<file path="src/rtl/marb_prio_arbiter.sv">
// Client arbitration stage of the memory arbiter: picks one requester per memory
// transaction (static, round-robin or aged dynamic priority) and holds the grant until mem_done.
module marb_prio_arbiter #(
    parameter int MEM_ARB_CLIENTS_P = 3,
    parameter int AGE_W_P           = 8
) (
    input  logic                         clk,
    input  logic                         rst,
    input  logic [31:0]                  ctrl,
    input  logic [7:0]                   dprio0,
    input  logic [7:0]                   dprio1,
    input  logic [7:0]                   dprio2,
    input  logic [7:0]                   dprio3,
    input  logic [3:0]                   dprio_wstrb,
    input  logic [MEM_ARB_CLIENTS_P-1:0] cif_req,
    input  logic                         mem_done,
    output logic [MEM_ARB_CLIENTS_P-1:0] cif_gnt,
    output logic [1:0]                   gnt_id,
    output logic                         busy
);

    localparam int N     = MEM_ARB_CLIENTS_P;
    localparam int EFF_W = ((AGE_W_P > 8) ? AGE_W_P : 8) + 1;
    localparam logic [AGE_W_P-1:0] AGE_MAX = '1;

    typedef enum logic {
        S_IDLE,
        S_GRANT
    } state_t;

    state_t                 r_state;
    state_t                 w_next_state;
    logic [N-1:0]           r_gnt;
    logic [1:0]             r_gnt_id;
    logic [1:0]             r_last;

    logic                   w_arb_en;
    logic [1:0]             w_mode;
    logic [3:0]             w_req;
    logic [7:0]             w_dprio [4];
    logic [AGE_W_P-1:0]     w_age [4];
    logic [EFF_W-1:0]       w_eff [4];
    logic [1:0]             w_winner;
    logic [1:0]             w_scan;
    logic [EFF_W-1:0]       w_best;
    logic                   w_found;
    logic                   w_grant_now;
    logic [3:0]             w_onehot;
    logic                   w_unused;

    assign w_arb_en   = ctrl[0];
    assign w_mode     = ctrl[2:1];
    assign w_req      = 4'(cif_req);
    assign w_dprio[0] = dprio0;
    assign w_dprio[1] = dprio1;
    assign w_dprio[2] = dprio2;
    assign w_dprio[3] = dprio3;
    assign w_unused   = &{1'b0, ctrl[31:3], dprio_wstrb, w_onehot};

    // Absent clients never request, so their priorities can never win.
    for (genvar g = 0; g < 4; g++) begin : g_client
        if (g < N) begin : g_live
            logic [AGE_W_P-1:0] r_age;
            logic               w_served;

            assign w_served = (r_state == S_GRANT) && (r_gnt_id == 2'(g));

            always_ff @(posedge clk or posedge rst) begin
                if (rst) begin
                    r_age <= '0;
                end else if (!cif_req[g] || dprio_wstrb[g]) begin
                    r_age <= '0;
                end else if (w_grant_now && (w_winner == 2'(g))) begin
                    r_age <= '0;
                end else if (!w_served && (r_age != AGE_MAX)) begin
                    r_age <= r_age + AGE_W_P'(1);
                end
            end

            assign w_age[g] = r_age;
        end else begin : g_absent
            assign w_age[g] = '0;
        end
        assign w_eff[g] = EFF_W'(w_dprio[g]) + EFF_W'(w_age[g]);
    end

    always_comb begin
        w_winner = 2'd0;
        w_scan   = 2'd0;
        w_best   = '0;
        w_found  = 1'b0;
        case (w_mode)
            2'b01: begin
                for (int k = 1; k <= N; k++) begin
                    w_scan = 2'((int'(r_last) + k) % N);
                    if (!w_found && w_req[w_scan]) begin
                        w_winner = w_scan;
                        w_found  = 1'b1;
                    end
                end
            end
            2'b10: begin
                // Strict greater-than keeps the lowest index on a tie.
                for (int i = 0; i < 4; i++) begin
                    w_scan = 2'(i);
                    if (w_req[w_scan] && (!w_found || (w_eff[w_scan] > w_best))) begin
                        w_winner = w_scan;
                        w_best   = w_eff[w_scan];
                        w_found  = 1'b1;
                    end
                end
            end
            default: begin
                for (int i = 0; i < 4; i++) begin
                    w_scan = 2'(i);
                    if (!w_found && w_req[w_scan]) begin
                        w_winner = w_scan;
                        w_found  = 1'b1;
                    end
                end
            end
        endcase
    end

    assign w_grant_now = (r_state == S_IDLE) && w_arb_en && (|w_req);
    assign w_onehot    = 4'b0001 << w_winner;

    always_ff @(posedge clk or posedge rst) begin
        if (rst) begin
            r_state <= S_IDLE;
        end else begin
            r_state <= w_next_state;
        end
    end

    always_comb begin
        w_next_state = r_state;
        case (r_state)
            S_IDLE:  if (w_grant_now) w_next_state = S_GRANT;
            S_GRANT: if (mem_done)    w_next_state = S_IDLE;
            default: w_next_state = S_IDLE;
        endcase
    end

    // gnt_id is left holding after completion; it only has meaning while busy.
    always_ff @(posedge clk or posedge rst) begin
        if (rst) begin
            r_gnt    <= '0;
            r_gnt_id <= 2'd0;
            r_last   <= 2'(N - 1);
        end else if (w_grant_now) begin
            r_gnt    <= w_onehot[N-1:0];
            r_gnt_id <= w_winner;
            r_last   <= w_winner;
        end else if ((r_state == S_GRANT) && mem_done) begin
            r_gnt    <= '0;
        end
    end

    assign cif_gnt = r_gnt;
    assign gnt_id  = r_gnt_id;
    assign busy    = (r_state == S_GRANT);

endmodule

</file>
<file path="config.mk">
export PLATFORM = sky130hd
export DESIGN_NAME = marb_prio_arbiter
export DESIGN_NICKNAME = d
export VERILOG_FILES = /design/src/rtl/marb_prio_arbiter.sv
export SDC_FILE = /design/constraint.sdc
export NUM_CORES = 1
export LEC_CHECK = 0
export CORE_ASPECT_RATIO = 0.8
export CORE_MARGIN = 3
export CORE_UTILIZATION = 56
export CTS_CLUSTER_DIAMETER = 60
export DETAILED_ROUTE_END_ITERATION = 12
export PLACE_DENSITY = 0.88
export SLEW_MARGIN = 20
export SYNTH_ARGS = -nofsm -noshare
export SYNTH_HDL_FRONTEND = slang
export SYNTH_SLANG_ARGS = --single-unit
</file>
<file path="constraint.sdc">
create_clock -name clk -period 12.2 [get_ports clk]
set_clock_uncertainty 0.2 [all_clocks]
set_input_delay 2.44 -clock clk [delete_from_list [all_inputs] [get_ports clk]]
set_output_delay 2.44 -clock clk [all_outputs]
set_load 0.02 [all_outputs]
</file>
Word-level counts from Yosys, hierarchy flattened:

Cells that the tools add are included.

* bits in registers: 32
* bits of input ports: 74
* output and inout port bits: 6
* logic and storage cells: 121

* $add $sub $neg: 9
* divide/modulo/power cells: 3
* magnitude comparators: 5
* equal/unequal tests: 9
* shifts and indexed selects: 1
* muxes and demuxes: 43
* bitwise gates (word level): 1
* reductions and logical operators: 43

Operators with widths (count)
* 32-bit by 3-bit remainder unit with 32-bit output (second input constant): 3
* 8-bit two-way mux: 9
* 9-bit two-way mux: 4
* 8-bit by 8-bit adder with 9-bit output: 3
* 8-bit by 1-bit adder with 8-bit output (second input constant): 3
* 8-bit != test (second input constant): 3
* 9-bit greater-than comparator: 2
* 1-bit logical AND: 18
* 1-bit two-way mux: 18
* 1-bit zero test: 12
* 2-bit two-way mux: 5
* 2-bit by 3-bit < comparator with 1-bit output (second input constant): 3
* 3-bit nonzero test: 3
* 2-bit by 2-bit adder with 3-bit output (second input constant): 2
* 1-bit binary-select mux with 2-bit select: 3
* 2-bit by 1-bit equality test with 1-bit output (second input constant): 3
* 2-bit equality test (second input constant): 3
* 3-bit two-way mux: 2
* 1-bit logical OR: 5
* 2-bit zero test: 2
* 2-bit case mux with 2 select lines: 1
* 2-bit by 1-bit adder with 3-bit output (second input constant): 1
* 3-bit OR reduction: 1
* 1-bit by 2-bit left shift with 3-bit output (first input constant): 1
* other kinds (4): 4

Logic depth before layout (Yosys ltp):

* depth in word-level cells: 18
* mapped depth: 25
* mapped depth without buffers: 23

Least setup slack after synthesis:

Ideal clock, no wire load.

* kind: input to register
* from: input port dprio1[0]
* to: register g_client[0].g_live.r_age[1]
* setup time: 0.107 ns
* arrival: 7.087 ns
* data required time: 11.893 ns
* slack: 4.806 ns
* stages: 22
* path buffers: 1
* cell sequence: ha_1 fa_1 a21o_1 a21oi_1 o21bai_1 a211oi_1 nor2_1 ha_1 nand4_1 or4_1 o31a_1 o311ai_4 and3_1 a21oi_1 ha_1 and4_1 a221o_1 a21oi_1 or4b_1 and3b_1 buf_6 a2111oi_4

* word-level cells in the longest chain between the ends: 15
* elaborated cells between the ends (all ways): 20
* classes of those cells: add/sub (1); order compare (2); mux (9); reduce/logical (8)

RTL lines
* start, declared: RTL line 11 `input logic [7:0] dprio1,`
* 8-bit by 8-bit adder with 9-bit output *: RTL line 84 `assign w_eff[g] = EFF_W'(w_dprio[g]) + EFF_W'(w_age[g]);`
* 9-bit greater-than comparator: RTL line 106 `if (w_req[w_scan] && (!w_found || (w_eff[w_scan] > w_best))) begin`
* 1-bit logical OR: RTL line 106
* 1-bit logical AND: RTL line 106
* 9-bit two-way mux or 1-bit two-way mux (tied branches): RTL line 106
* 9-bit two-way mux or 1-bit two-way mux (tied branches): RTL line 92 `case (w_mode)`
* 9-bit greater-than comparator or 1-bit zero test (tied branches): RTL line 106
* 1-bit logical OR: RTL line 106
* 1-bit logical AND: RTL line 106
* 2-bit two-way mux *: RTL line 106
* 2-bit case mux with 2 select lines *: RTL line 92
* 2-bit zero test *: RTL line 73 `end else if (w_grant_now && (w_winner == 2'(g))) begin`
* 1-bit logical AND *: RTL line 73
* 8-bit two-way mux: RTL line 73
* 8-bit two-way mux: RTL line 71 `end else if (!cif_req[g] || dprio_wstrb[g]) begin`
* end signal, assigned: RTL line 76 `r_age <= r_age + AGE_W_P'(1);`
* end, declared: RTL line 63 `logic [AGE_W_P-1:0] r_age;`

Mark *: on every way between the ends. The rest lies on a longest branch, timed or not. The select of a mux whose other input is x is not followed.
A chain may end at the register's enable or synchronous reset.

Worst setup path in the final report:

* from: input port dprio0[0]
* to: register r_gnt[2] (netlist: cif_gnt[2])

* word-level cells in the longest chain between the ends: 15
* elaborated cells between the ends (all ways): 19
* classes of those cells: add/sub (1); order compare (2); shift (1); mux (10); reduce/logical (5)

RTL lines
* start, declared: RTL line 10 `input logic [7:0] dprio0,`
* 8-bit by 8-bit adder with 9-bit output *: RTL line 84
* 9-bit two-way mux *: RTL line 106
* 9-bit two-way mux *: RTL line 92
* 9-bit greater-than comparator: RTL line 106
* 1-bit logical OR: RTL line 106
* 1-bit logical AND: RTL line 106
* 9-bit two-way mux or 1-bit two-way mux (tied branches): RTL line 106
* 9-bit two-way mux or 1-bit two-way mux (tied branches): RTL line 92
* 9-bit greater-than comparator or 1-bit zero test (tied branches): RTL line 106
* 1-bit logical OR: RTL line 106
* 1-bit logical AND: RTL line 106
* 2-bit two-way mux *: RTL line 106
* 2-bit case mux with 2 select lines *: RTL line 92
* 1-bit by 2-bit left shift with 3-bit output *: RTL line 126 `assign w_onehot = 4'b0001 << w_winner;`
* 3-bit two-way mux *: RTL line 151 `end else if (w_grant_now) begin`
* end signal, assigned: RTL line 152 `r_gnt <= w_onehot[N-1:0];`
* end, declared: RTL line 33 `logic [N-1:0] r_gnt;`

Marked as above.

==> qor.txt <==
Run status = complete, no violations
Int Pwr = 0.0002145 W
Area contributors post-synth = dfrtp_1 (22%), ha_1 (18%), nand2_1 (5.1%)
Vias/cell = 5.969
Row count = 24
Root cell of the clock tree = clkbuf_8
Gp weighted congestion = 0.8727
Final min period = 8.592 ns
Die area = 0.007148 mm²
GR Util All Layers = 24.03%
Pins Over Slew Limit = 0
Final period utilization = 70.42%
P_sw = 0.0001165 W
Top_reg_cell synth = dfrtp_1
Data arrival time of the worst path = 8.62 ns
Top delay family on crit path = compound AO/OA/AOI/OAI gates
Max Fanout on Critical Path = 11
RSZ-0062 raised after global routing = no
Clock share of power = 28.0%
Filler instances = 459
First-pass GRT wire length = 13,850 µm
Average size of a mapped cell = 8.674 µm²
Cells after Synth = 398
Post-synth top cells = ha_1 (49), nand2_1 (47), a21oi_1 (32), dfrtp_1 (30), inv_1 (29)
Synth-to-Final Area Change = 15.91%
Pre-antenna DRT Iters = 6
CTS tree = done
Final std cells w/o fill = 517
Vias in the first global route = 3,009
Max Root-Sink Buffers = 2
Hold-fix buffers, CTS = 0
DP Cell Count = 509
Die Height = 76.23 µm
Combinational Power Share = 37.1%
Yosys cell types = 67
CTS clk-pin slew, worst paths = 0.07 ns
DRT Wirelength = 8340 µm
Critical path class = input port to flop
Critical path's largest stage delay = 0.87 ns
Ys Warns = 0
Top Ports = 80
Most frequent cell after synthesis = ha_1
Diodes inserted = 0
Syn nets = 524
IO buf count = 41
Sum Neg Setup Slack = 0 ns
Final ANT Viol Nets = 0
Area fraction of the dominant cell type after synthesis = 21.75%
Pwr Density = 82.74 mW/mm²
Reg power frac = 34.9%
Final nets = 564
CP Buf/Inv Count = 3
Synthesis-stage register bit count = 31
Die X = 93.78 µm
HPWL after detailed placement = 6579 µm
Worst min-delay path category = flop to flop
Global route overflow = 0
Layout cells sized above 1 = 7.062%
TritonCTS buffer count = 5
Ys async rst share = 100.0%
H-tree depth = 2
Initial antenna violation count = 0
Clk sink count = 31
CP Capture Type = flop
Post-CTS Setup Bufs = 0
Routed via count = 3,086
Endpoints failing setup = 0
Drt wl/cell = 16.13 µm
Seq/Total Area, Yosys = 22.51%
Crit start category = input port
Slew HR = 25.86%
Largest net degree at the start of global routing = 32
MaxCap Viol Count = 0
CP Cell Sequence = clkdlybuf4s50_1 > ha_1 > inv_1 > fa_1 > nor2b_1 > o21ai_1 > a21boi_1 > o21ai_0 > a211oi_1 > inv_1 > ha_1 > nand4_1 > or4_1 > o31a_1 > o311ai_4 > and3_1 > a21oi_1 > ha_1 > and4_1 > a221o_1 > a21oi_1 > or4b_1 > a21oi_1 > a22o_1
Post-synth top area cell = dfrtp_1
Switching Share = 35.19%
Clock Latency Late Sink = 0.29 ns
Hold slack = 0.3204 ns
1st-iter DRT viols = 245
Core area = 0.005705 mm²
Slew of the pin with the lowest slew margin = 1.111 ns
Critical Path Slowest Stage Cell = a21oi_1
P_leak = 1.859 nW
Final hold viol count = 0
CP Data Required Time = 12.23 ns
Post-cts resize count = 0
Fmax = 0.1164 GHz
Starting Density = 60.50%
DRC = 0
Number of synthesized flops with an enable pin = 0
Syn Std Cell Area = 0.003452 mm²
Worst vdd ir = 0.0001072 V
## power by group through the flow
stage	Sequential, W	Clock, W	Combinational (W)
2_1_floorplan	0.000119	0	0.0000825
3_3_place_gp	0.000117	0	0.000116
3_5_place_dp	0.000117	0	0.000121
4_1_cts	0.000115	0.0000928	0.000122
5_1_grt	0.000116	0.0000972	0.000136
6_report	0.000116	0.0000926	0.000123
## metrics by stage
step | worst slack (ns) | power, W | util, % | cell area [µm²]
after floorplan | 4.806 | 0.0002011 | - | 3452
after global placement | 3.569 | 0.0002325 | 68.31 | 3897
after detailed placement | 3.437 | 0.0002386 | 68.31 | 3897
after CTS | 3.731 | 0.0003305 | 70.13 | 4001
after global routing | 3.244 | 0.0003501 | 70.13 | 4001
final | 3.608 | 0.0003311 | 70.13 | 4001
## area by class of cell
cell class	instances	area, µm²	area share [%]
flip-flops and latches	31	777.0	19.42
multi-input cells	326	2485	62.10
inverters	32	120.1	3.002
well taps	78	97.59	2.439
clock buffers	7	96.34	2.408
repair buffers	42	417.9	10.44
clock inverters	1	7.507	0.1876
## cell families (layout without fill, tap and decap cells)
| family | Yosys count | in the layout | synth area share (%) |
|---|---|---|---|
| buffers and inverters | 41 | 82 | 5.509 |
| AOI/OAI and AO/OA | 111 | 111 | 24.50 |
| xor gates and xnor gates | 34 | 34 | 8.626 |
| DFF | 31 | 31 | 22.51 |
| muxes | 7 | 7 | 2.102 |
| and+or+nand+nor | 121 | 121 | 16.96 |
| adders and majority gates | 53 | 53 | 19.79 |
## cells in the final DEF (no fill, tap or decap), types with 3 or more instances in the layout
master	instances
a211oi_1	3
a21o_1	8
a21oi_1	32
a21oi_2	10
a22o_1	4
and2_1	3
and4_1	4
clkbuf_8	7
clkdlybuf4s50_1	41
dfrtp_1	30
fa_1	3
ha_1	49
inv_1	29
inv_2	3
mux2i_1	5
nand2_1	47
nand2b_1	6
nand3_1	7
nand4_1	6
nor2_1	25
nor2b_1	5
nor3_1	4
nor4_1	3
o21a_1	4
o21ai_0	10
o21ai_1	7
o21bai_1	3
o31a_1	3
xnor2_1	17
xor2_1	17
## worst paths after layout
path	start	endpoint	slack [ns]	cells past startpoint
worst max-delay path	dprio0[0]	cif_gnt[2]	3.61	24
worst max register to register	g_client[0].g_live.r_age[0]	cif_gnt[2]	5.74	23
min in group asynchronous	rst	cif_gnt[2]	2.32	3
max in group asynchronous	rst	r_last[1]	9.16	3
worst min-delay path	cif_gnt[2]	cif_gnt[2]	0.32	1
worst min register to register	cif_gnt[2]	cif_gnt[2]	0.32	1
## state kept, by name (all words and copies together), names as in the netlist
name	flops
gnt_id	2
g_client.g_live.r_age	24
r_last	1
busy	1
cif_gnt	3
## layer usage
layer  up-vias  track usage (%)  wire [µm]
met1      1453            33.85       3834
li1       1513                -          -
met3        11            4.640        602
met4         0            6.926        129
met2       109            37.28       3774
met5         -                0          0
(Power assumes the default switching activity.)
